`src/rtl/jt6295_adpcm_dec_if.sv`:
```
// Voice-slot handshake between the timing generator, the ADPCM decoder and the mixer.
// The master drives strobes and nibbles; the slave returns slot and decoded samples.
interface jt6295_adpcm_dec_if #(parameter int SW = 12);
  logic                 cen;
  logic                 sync;
  logic                 en;
  logic                 restart;
  logic [3:0]           nibble;
  logic [1:0]           slot;
  logic signed [SW-1:0] snd;
  logic [1:0]           snd_ch;
  logic                 snd_valid;

  modport master (output cen, sync, en, restart, nibble,
                  input  slot, snd, snd_ch, snd_valid);
  modport slave  (input  cen, sync, en, restart, nibble,
                  output slot, snd, snd_ch, snd_valid);
endinterface

```
`src/rtl/jt6295_adpcm_dec.sv`:
```
// Four-voice time-multiplexed OKI ADPCM decoder: one slot per cen, two-edge latency,
// with a same-slot bypass for back-to-back strobes realigned by sync.
module jt6295_adpcm_dec #(
  parameter int SW = 12
) (
  input logic               clk,
  input logic               rst,
  jt6295_adpcm_dec_if.slave bus
);

  logic signed [SW-1:0] sig_mem [4];
  logic [5:0]           idx_mem [4];
  logic [1:0]           slot_q;
  logic [1:0]           cur_slot;

  logic                 vld_p1;
  logic [1:0]           slot_p1;
  logic                 en_p1;
  logic                 sgn_p1;
  logic [2:0]           mag_p1;
  logic signed [SW-1:0] sig_p1;
  logic [5:0]           idx_p1;

  logic [10:0]          step;
  logic [12:0]          diff;
  logic signed [SW+1:0] sig_ext;
  logic signed [SW+1:0] sum;
  logic signed [SW-1:0] wr_sig;
  logic [5:0]           wr_idx;

  logic signed [SW-1:0] snd_q;
  logic [1:0]           snd_ch_q;
  logic                 snd_valid_q;

  function automatic logic [10:0] step_lut(input logic [5:0] i);
    case (i)
      6'd0:  return 11'd16;   6'd1:  return 11'd17;   6'd2:  return 11'd19;   6'd3:  return 11'd21;
      6'd4:  return 11'd23;   6'd5:  return 11'd25;   6'd6:  return 11'd28;   6'd7:  return 11'd31;
      6'd8:  return 11'd34;   6'd9:  return 11'd37;   6'd10: return 11'd41;   6'd11: return 11'd45;
      6'd12: return 11'd50;   6'd13: return 11'd55;   6'd14: return 11'd60;   6'd15: return 11'd66;
      6'd16: return 11'd73;   6'd17: return 11'd80;   6'd18: return 11'd88;   6'd19: return 11'd97;
      6'd20: return 11'd107;  6'd21: return 11'd118;  6'd22: return 11'd130;  6'd23: return 11'd143;
      6'd24: return 11'd157;  6'd25: return 11'd173;  6'd26: return 11'd190;  6'd27: return 11'd209;
      6'd28: return 11'd230;  6'd29: return 11'd253;  6'd30: return 11'd279;  6'd31: return 11'd307;
      6'd32: return 11'd337;  6'd33: return 11'd371;  6'd34: return 11'd408;  6'd35: return 11'd449;
      6'd36: return 11'd494;  6'd37: return 11'd544;  6'd38: return 11'd598;  6'd39: return 11'd658;
      6'd40: return 11'd724;  6'd41: return 11'd796;  6'd42: return 11'd876;  6'd43: return 11'd963;
      6'd44: return 11'd1060; 6'd45: return 11'd1166; 6'd46: return 11'd1282; 6'd47: return 11'd1411;
      default: return 11'd1552;
    endcase
  endfunction

  // Two guard bits keep sig +/- diff (up to 2910) from wrapping before the clamp.
  function automatic logic signed [SW-1:0] sat_sig(input logic signed [SW+1:0] v);
    if (v > 14'sd2047)       return 12'sd2047;
    else if (v < -14'sd2048) return -12'sd2048;
    else                     return v[SW-1:0];
  endfunction

  function automatic logic [5:0] sat_idx(input logic [5:0] idx, input logic [2:0] mag);
    logic signed [7:0] t;
    t = $signed({2'b00, idx});
    if (mag[2]) t = t + $signed({4'b0000, mag[1:0], 1'b0}) + 8'sd2;
    else        t = t - 8'sd1;
    if (t < 8'sd0)       return 6'd0;
    else if (t > 8'sd48) return 6'd48;
    else                 return t[5:0];
  endfunction

  assign cur_slot = bus.sync ? 2'd0 : slot_q;

  always_comb begin
    step    = step_lut(idx_p1);
    diff    = {5'd0, step[10:3]}
            + (mag_p1[2] ? {2'd0, step}       : 13'd0)
            + (mag_p1[1] ? {3'd0, step[10:1]} : 13'd0)
            + (mag_p1[0] ? {4'd0, step[10:2]} : 13'd0);
    sig_ext = {{2{sig_p1[SW-1]}}, sig_p1};
    sum     = sgn_p1 ? sig_ext - $signed({1'b0, diff}) : sig_ext + $signed({1'b0, diff});
    wr_sig  = en_p1 ? sat_sig(sum) : '0;
    wr_idx  = en_p1 ? sat_idx(idx_p1, mag_p1) : 6'd0;
  end

  // Stage 1: latch the strobe's slot and controls, read predictor state (with bypass)
  always_ff @(posedge clk) begin
    if (bus.cen) begin
      slot_p1 <= cur_slot;
      en_p1   <= bus.en;
      sgn_p1  <= bus.nibble[3];
      mag_p1  <= bus.nibble[2:0];
      if (bus.restart) begin
        sig_p1 <= '0;
        idx_p1 <= 6'd0;
      end else if (vld_p1 && slot_p1 == cur_slot) begin
        sig_p1 <= wr_sig;
        idx_p1 <= wr_idx;
      end else begin
        sig_p1 <= sig_mem[cur_slot];
        idx_p1 <= idx_mem[cur_slot];
      end
    end
  end

  // Stage 2: write back the decoded predictor state and publish the sample
  always_ff @(posedge clk) begin
    if (rst) begin
      slot_q      <= 2'd0;
      vld_p1      <= 1'b0;
      snd_valid_q <= 1'b0;
      snd_q       <= '0;
      snd_ch_q    <= 2'd0;
      for (int i = 0; i < 4; i++) begin
        sig_mem[i] <= '0;
        idx_mem[i] <= 6'd0;
      end
    end else begin
      vld_p1      <= bus.cen;
      snd_valid_q <= vld_p1;
      if (bus.cen) slot_q <= cur_slot + 2'd1;
      if (vld_p1) begin
        sig_mem[slot_p1] <= wr_sig;
        idx_mem[slot_p1] <= wr_idx;
        snd_q            <= wr_sig;
        snd_ch_q         <= slot_p1;
      end
    end
  end

  assign bus.slot      = slot_q;
  assign bus.snd       = snd_q;
  assign bus.snd_ch    = snd_ch_q;
  assign bus.snd_valid = snd_valid_q;

endmodule

```
`src/flat_wrapper.sv`:
```
// flat-port wrapper written by rule: the top's interface ports become plain ports
module jt6295_adpcm_dec_flat 
#(
  parameter int SW = 12
)
  (clk, rst, bus_cen, bus_sync, bus_en, bus_restart, bus_nibble, bus_slot, bus_snd, bus_snd_ch, bus_snd_valid);
  jt6295_adpcm_dec_if #(.SW(SW)) bus_i ();
  input logic clk;
  input logic rst;
  input wire logic [$bits(bus_i.cen)-1:0] bus_cen;
  input wire logic [$bits(bus_i.sync)-1:0] bus_sync;
  input wire logic [$bits(bus_i.en)-1:0] bus_en;
  input wire logic [$bits(bus_i.restart)-1:0] bus_restart;
  input wire logic [$bits(bus_i.nibble)-1:0] bus_nibble;
  output wire logic [$bits(bus_i.slot)-1:0] bus_slot;
  output wire logic [$bits(bus_i.snd)-1:0] bus_snd;
  output wire logic [$bits(bus_i.snd_ch)-1:0] bus_snd_ch;
  output wire logic [$bits(bus_i.snd_valid)-1:0] bus_snd_valid;
  assign bus_i.cen = bus_cen;
  assign bus_i.sync = bus_sync;
  assign bus_i.en = bus_en;
  assign bus_i.restart = bus_restart;
  assign bus_i.nibble = bus_nibble;
  assign bus_slot = bus_i.slot;
  assign bus_snd = bus_i.snd;
  assign bus_snd_ch = bus_i.snd_ch;
  assign bus_snd_valid = bus_i.snd_valid;
  jt6295_adpcm_dec #(.SW(SW)) u_core (.clk(clk), .rst(rst), .bus(bus_i));
endmodule
```
`config.mk`:
```
export PLATFORM = sky130hd
export DESIGN_NAME = jt6295_adpcm_dec_flat
export DESIGN_NICKNAME = d
export VERILOG_FILES = /design/src/rtl/jt6295_adpcm_dec_if.sv /design/src/rtl/jt6295_adpcm_dec.sv /design/src/flat_wrapper.sv
export SDC_FILE = /design/constraint.sdc
export NUM_CORES = 1
export LEC_CHECK = 0
export BUFFER_PORTS_ARGS = -buffer_cell sky130_fd_sc_hd__buf_2
export CORE_ASPECT_RATIO = 1.4
export CORE_UTILIZATION = 37
export DETAILED_ROUTE_END_ITERATION = 12
export GPL_ROUTABILITY_DRIVEN = 0
export PLACE_DENSITY_LB_ADDON = 0.3
export SLEW_MARGIN = 20
export SYNTH_ARGS = -nofsm -noshare
export SYNTH_HDL_FRONTEND = slang
export SYNTH_SLANG_ARGS = --single-unit
```
`constraint.sdc`:
```
create_clock -name clk -period 8.03 [get_ports clk]
set_input_delay 0 -clock clk [delete_from_list [all_inputs] [get_ports clk]]
set_output_delay 0 -clock clk [all_outputs]
set_load 0.005 [all_outputs]
```
==> impl_metrics.json, run 1 <==
{
  "status": "finished clean",
  "yosysSeqAreaShare": 0.402,
  "fin_setup_tns_ns": 0,
  "die_y_um": 183,
  "cp_num_buf_inv": 3,
  "tightest_slew_ns": 1.06,
  "grt_use_total": 0.176,
  "netlist_area_um2": 8690,
  "final_cells": 1247,
  "period_minus_slack_ns": 6.90,
  "fin_hold_ws_ns": 0.00927,
  "p_leak_nw": 3.78,
  "crit_slowest_cell": "edfxtp_1",
  "clockBufferDepth": 2,
  "crit_required_ns": 8.18,
  "die_w_um": 132,
  "num_rows": 66,
  "final_layout_size_suffix_gt1_frac": 0.114,
  "numCtsBuffers": 17,
  "final_common_cell": "nor2_1",
  "setup_violations": 0,
  "clkSlewWorstSetupHoldPaths_ns": 0.06,
  "regToRegSetupSlack_ns": 1.13,
  "worstReg2RegStart": "u_core.mag_p1[2]",
  "wire_per_inst_um": 16.6,
  "num_antenna_cells": 0,
  "rr_endpoint": "u_core.sig_p1[2]",
  "grt_start_max_net_pins": 39,
  "cp-start-kind": "flop",
  "hold_viol_final": 0,
  "synth_area_leaders": "edfxtp_1, dfxtp_1, nor2_1, ha_1, fa_1",
  "htree_levels": 4,
  "grt_pass1_vias": 6532,
  "synth.top_cell.area_share": 0.335,
  "critPathTopFamily": "adder cells",
  "drcViolationCount": 0,
  "num_vias": 6706,
  "totalWireLength_um": 20700,
  "cts_num_sinks": 126,
  "start_util": 0.376,
  "yosysTopAreaCell": "edfxtp_1",
  "ir_worst_vdd_mv": 0.141,
  "worstHoldPathType": "input pin to flop",
  "hold_start": "bus_sync",
  "timing.slew.headroom": 0.291,
  "crit_top_cell": "nor2_1",
  "final-max-slew-violation-count": 0,
  "setup_ws_ns": 1.13,
  "synth_cells": 924,
  "syn-num-nets": 992,
  "synth-async-reset-ratio": 0,
  "core_um2": 23100,
  "cp_max_fo": 29,
  "clock-skew-final_ns": 0.0105,
  "dr.pass1.iters": 5,
  "ys_ff_latch": 126,
  "pre_cts_slack_ns": 1.18,
  "max-cap-violations": 0,
  "nets": 996,
  "dp_hpwl_um": 14400,
  "ant_nets": 0,
  "end_kind": "flop",
  "cpPeakStageDelay_ns": 0.74,
  "die-area_um2": 24100,
  "final_cell_mix": "nor2_1, edfxtp_1, nand2_1",
  "pwr_density_cell_nw_per_um2": 293,
  "grt_pass1_wl_um": 33500,
  "cts-root-buf": "clkbuf_16",
  "first_iter_violations": 432,
  "cts_tree": "yes",
  "crit_type": "flop to flop",
  "post-route-util": 0.417,
  "vias_per_cell": 5.38,
  "ioPinCount": 27,
  "rr_worst_depth": 27,
  "io_buffers": 26,
  "whs_path_depth": 4,
  "synth_top_flop_cell": "edfxtp_1",
  "areaGrowthSynthToFinish_pct": 11.0,
  "clock_latency_ns": 0.43,
  "fin_crit_sh": 0.860,
  "synth_edf_count": 97,
  "synth_cell_types": 78,
  "antenna_found_initial": 0,
  "grt_overflow_total": 0,
  "syn_avg_cell_area_um2": 9.41,
  "fmax_ghz": 0.145,
  "hold_end": "u_core.bus.slot[1]",
  "rsz0062_at_grt": "false",
  "arrival_ns": 7.05,
  "place_inst": 1209,
  "yosysWarnings": 0
}
worst min-delay path, delay by kind of cell:
| kind | cells | cell delay, ns |
|---|---|---|
| AO/OA/AOI/OAI | 2 | 0.22 |
| buffers and inverters | 1 | 0.13 |
| AND/OR/NAND/NOR | 1 | 0.04 |
sequential cells by signal, indices dropped and copies added, names as in the netlist, 2 cells and up:
register and cells:
u_core.sig_mem 48, u_core.bus.snd_ch 2, u_core.mag_p1 3, u_core.step 11, u_core.bus.snd 12, u_core.idx_p1 6, u_core.idx_mem 24, u_core.bus.slot 2
u_core.slot_p1 2, u_core.sig_p1 12
cells by family (layout without fill, tap and decap cells):
kind of cell | after synthesis | in the layout | synth area share
adders and majority gates | 58 | 58 | 0.0999
AOI/OAI and AO/OA | 207 | 207 | 0.170
muxes | 31 | 31 | 0.0384
xor gates and xnor gates | 44 | 44 | 0.0477
buffers and inverters | 103 | 120 | 0.0508
DFF | 126 | 126 | 0.402
and+or+nand+nor | 355 | 355 | 0.191
repair_timing:
item,4_1_cts,5_1_grt
setup buffers,0,0
gates resized for setup,0,0
endpoints found under the hold margin,7,0
hold buffers,6,0
setup endpoints to repair,0,0
per-stage QoR:
stage	power [mW]	instance area (um^2)
floorplan	1.77	8690
global placement	2.07	9000
finish	2.83	9640
detailed placement	2.07	9000
CTS	2.85	9640
global route	3.02	9640
power breakdown:
group	total [mW]	leakage, nW	internal (mW)	switching, mW
logic	1.26	2.27	0.480	0.785
registers	0.799	1.24	0.760	0.0384
clock network	0.764	0.269	0.465	0.300
worst max-delay path by stage:
stage | from | end | slack (ns) | depth (start not counted)
after floorplan | u_core.mag_p1[2] | u_core.sig_p1[6] | 1.75 | 30
after global placement | u_core.mag_p1[2] | u_core.sig_p1[0] | 1.31 | 27
after detailed placement | u_core.mag_p1[2] | u_core.sig_p1[5] | 1.18 | 27
after CTS | u_core.mag_p1[2] | u_core.sig_p1[2] | 1.13 | 27
after global routing | u_core.mag_p1[2] | u_core.sig_p1[2] | 0.53 | 26
final | u_core.mag_p1[2] | u_core.sig_p1[2] | 1.13 | 27
Yosys cell counts, drive strengths merged, types with 3 or more instances:
library cell,count
nor2b,12
or2,4
o21a,9
mux2i,12
and2,33
edfxtp,97
a31oi,11
clkbuf,28
o2111ai,3
o2bb2ai,3
a211oi,23
nand3,25
or4,3
a311oi,5
fa,19
o22ai,7
a31o,3
o211ai,8
buf,26
xor2,14
nor3b,6
a211o,3
inv,49
ha,39
a21oi,44
xnor2,28
a21o,6
nand2b,18
nand2,81
a21boi,3
o32ai,5
nor3,10
o21bai,7
dfxtp,29
o21ai,35
mux2,19
a311o,3
o311ai,3
nand3b,3
a221oi,11
nor2,145
area by class of cell:
cell class	count	area, um^2
clock inverters	13	141
fillers	2338	13500
inverters	49	184
clock buffers	19	443
well taps	306	383
flip-flops and latches	126	3490
repair buffers	39	243
multi-input cells	695	4760
layer usage:
metal	vias to the layer above	GRT usage	part of all wire
li1	3299	-	-
met4	0	0.0660	0.018
met2	131	0.312	0.51
met1	3248	0.215	0.44
met5	-	0	0
met3	28	0.0260	0.030
No activity file was read; power rests on OpenSTA's default activity.
==> inputs of run 2 (changes only) <==
--- a/config.mk
+++ b/config.mk
@@ -10,7 +10,6 @@
 export CORE_UTILIZATION = 37
 export DETAILED_ROUTE_END_ITERATION = 12
 export GPL_ROUTABILITY_DRIVEN = 0
-export PLACE_DENSITY_LB_ADDON = 0.3
 export SLEW_MARGIN = 20
 export SYNTH_ARGS = -nofsm -noshare
 export SYNTH_HDL_FRONTEND = slang
==> run 2 against run 1 <==
  * Register-to-register slack worse by 0.03 ns
  * Clock power rose by 3.1%
  * Final area grew 0.30%
  * Critical endpoint unchanged
  * Sequential share of layout area shrank 0.12 points
  * Wire length down 0.93%
==> impl_metrics.json, run 2 (synthesis gave the netlist of run 1 again) <==
{
  "htree_levels": 4,
  "regToRegSetupSlack_ns": 1.10,
  "totalWireLength_um": 20500,
  "timing.slew.headroom": 0.267,
  "clockBufferDepth": 2,
  "max-cap-violations": 0,
  "rr_endpoint": "u_core.sig_p1[2]",
  "crit_end": "u_core.sig_p1[2]",
  "grt_use_total": 0.176,
  "fin_crit_sh": 0.863,
  "ir_worst_vdd_mv": 0.159,
  "drcViolationCount": 0,
  "cts-root-buf": "clkbuf_16",
  "fmax_ghz": 0.144,
  "die_y_um": 183,
  "num_vias": 6772,
  "crit_type": "flop to flop",
  "die-area_um2": 24100,
  "p_leak_nw": 3.81,
  "tightest_slew_ns": 1.10,
  "cts_setup_buffers": 0,
  "fin_hold_ws_ns": 0.0754,
  "period_minus_slack_ns": 6.93,
  "postCtsResizedCells": 0,
  "rsz0062_at_grt": "false",
  "rr_worst_depth": 26,
  "end_kind": "flop",
  "dpl_cell_area_um2": 9010,
  "grt_pass1_wl_um": 33500,
  "largestRegisters": "u_core.sig_mem (48), u_core.idx_mem (24)",
  "clkSlewWorstSetupHoldPaths_ns": 0.06,
  "status": "finished clean",
  "dr.pass1.iters": 5,
  "final_cell_mix": "nor2_1, edfxtp_1, nand2_1",
  "crit_start": "u_core.mag_p1[2]",
  "setup_ws_ns": 1.10,
  "largest_reg_flops": 48,
  "cts_num_sinks": 126,
  "arrival_ns": 7.07,
  "worstReg2RegStart": "u_core.mag_p1[2]",
  "fin_setup_tns_ns": 0,
  "cts_hold_repair.buffers": 7,
  "hold_viol_final": 0,
  "ant_nets": 0,
  "regMostFlops": "u_core.sig_mem",
  "grt_overflow_total": 0,
  "final_layout_size_suffix_gt1_frac": 0.108,
  "pre_cts_slack_ns": 1.17,
  "start_util": 0.376,
  "whs_path_depth": 2,
  "final-max-slew-violation-count": 0,
  "dp_hpwl_um": 14400,
  "core_um2": 23100,
  "areaGrowthSynthToFinish_pct": 11.3,
  "grt_start_max_net_pins": 36,
  "grt_pass1_vias": 6607,
  "total_power_mw": 2.86,
  "io_buffers": 26,
  "numCtsBuffers": 17,
  "final_common_cell": "nor2_1",
  "nets": 998,
  "antenna_found_initial": 0,
  "ioPinCount": 27,
  "num_rows": 66,
  "cp_max_fo": 29,
  "worstHoldPathType": "input pin to flop",
  "clock-skew-final_ns": 0.00908,
  "die_w_um": 132,
  "wire_per_inst_um": 16.4,
  "setup_violations": 0,
  "clock_latency_ns": 0.43,
  "vias_per_cell": 5.42,
  "cp-start-kind": "flop",
  "first_iter_violations": 468,
  "crit_required_ns": 8.17,
  "num_antenna_cells": 0,
  "cts_tree": "yes",
  "final_cell_area_um2": 9670,
  "pwr_density_cell_nw_per_um2": 296
}
[run 2: cell types whose count changed in the layout (fill, tap and decap cells not counted), moves of 2 or more]
cell        change
clkbuf_8        +2
clkinv_4        -2
clkinvlp_4      -5
clkbuf_1        +4
[run 2: metal layers]
layer  routed length (um)  part of all wire  up-vias  track usage
li1                     -                 -     3311            -
met1                 8890              0.43     3266        0.211
met2                10300              0.50      161        0.311
met3                  823             0.040       34       0.0238
met4                  536             0.026        0       0.0805
met5                    0                 0        -            0
[run 2: where the power goes]
group / switching [mW] / internal, mW / leakage, nW
Clock: 0.277 / 0.510 / 0.291
Sequential: 0.0356 / 0.761 / 1.24
Combinational: 0.794 / 0.481 / 2.28
Total: 1.11 / 1.75 / 3.81
[run 2: how the worst min path moves through the flow]
stage	slack, ns	end	start
after floorplan	0.1	u_core.en_p1	bus_en
after global placement	0.18	u_core.en_p1	bus_en
after detailed placement	0.18	u_core.en_p1	bus_en
after CTS	0.06	u_core.idx_p1[1]	bus_restart
after global routing	0.07	u_core.idx_p1[4]	bus_restart
final	0.08	u_core.idx_p1[4]	bus_restart
[run 2: final cells by class]
type / instances / area (um^2)
Fill cell: 2309 / 13400
Multi-Input combinational cell: 695 / 4760
Sequential cell: 126 / 3490
Clock buffer: 25 / 485
Tap cell: 306 / 383
Timing Repair Buffer: 41 / 260
Inverter: 49 / 184
Clock inverter: 7 / 111
[run 2: metrics by stage]
| step | utilization | instances |
|---|---|---|
| after floorplan | - | 924 |
| after global routing | 0.418 | 1249 |
| after CTS | 0.418 | 1249 |
| after global placement | 0.390 | 1210 |
| final | 0.418 | 1249 |
| after detailed placement | 0.390 | 1210 |
[run 2: worst max-delay path, stage by stage (launching register included)]
cell and delay (ns):
edfxtp_1 0.73, and2_1 0.30, fa_1 0.50, inv_1 0.05, fa_1 0.50, inv_1 0.04, ha_1 0.22, fa_1 0.40
a21oi_1 0.19, o22ai_1 0.14, nor2_1 0.13, xnor2_1 0.13, nor4b_2 0.39, and3b_1 0.25, nor2_1 0.06, xor2_1 0.16
ha_1 0.35, nand2_1 0.11, nand2b_1 0.09, nor3_1 0.18, o21ai_0 0.14, and2_1 0.21, o311ai_0 0.45, nor2_1 0.08
buf_4 0.21, nor2_1 0.45, a221oi_1 0.19
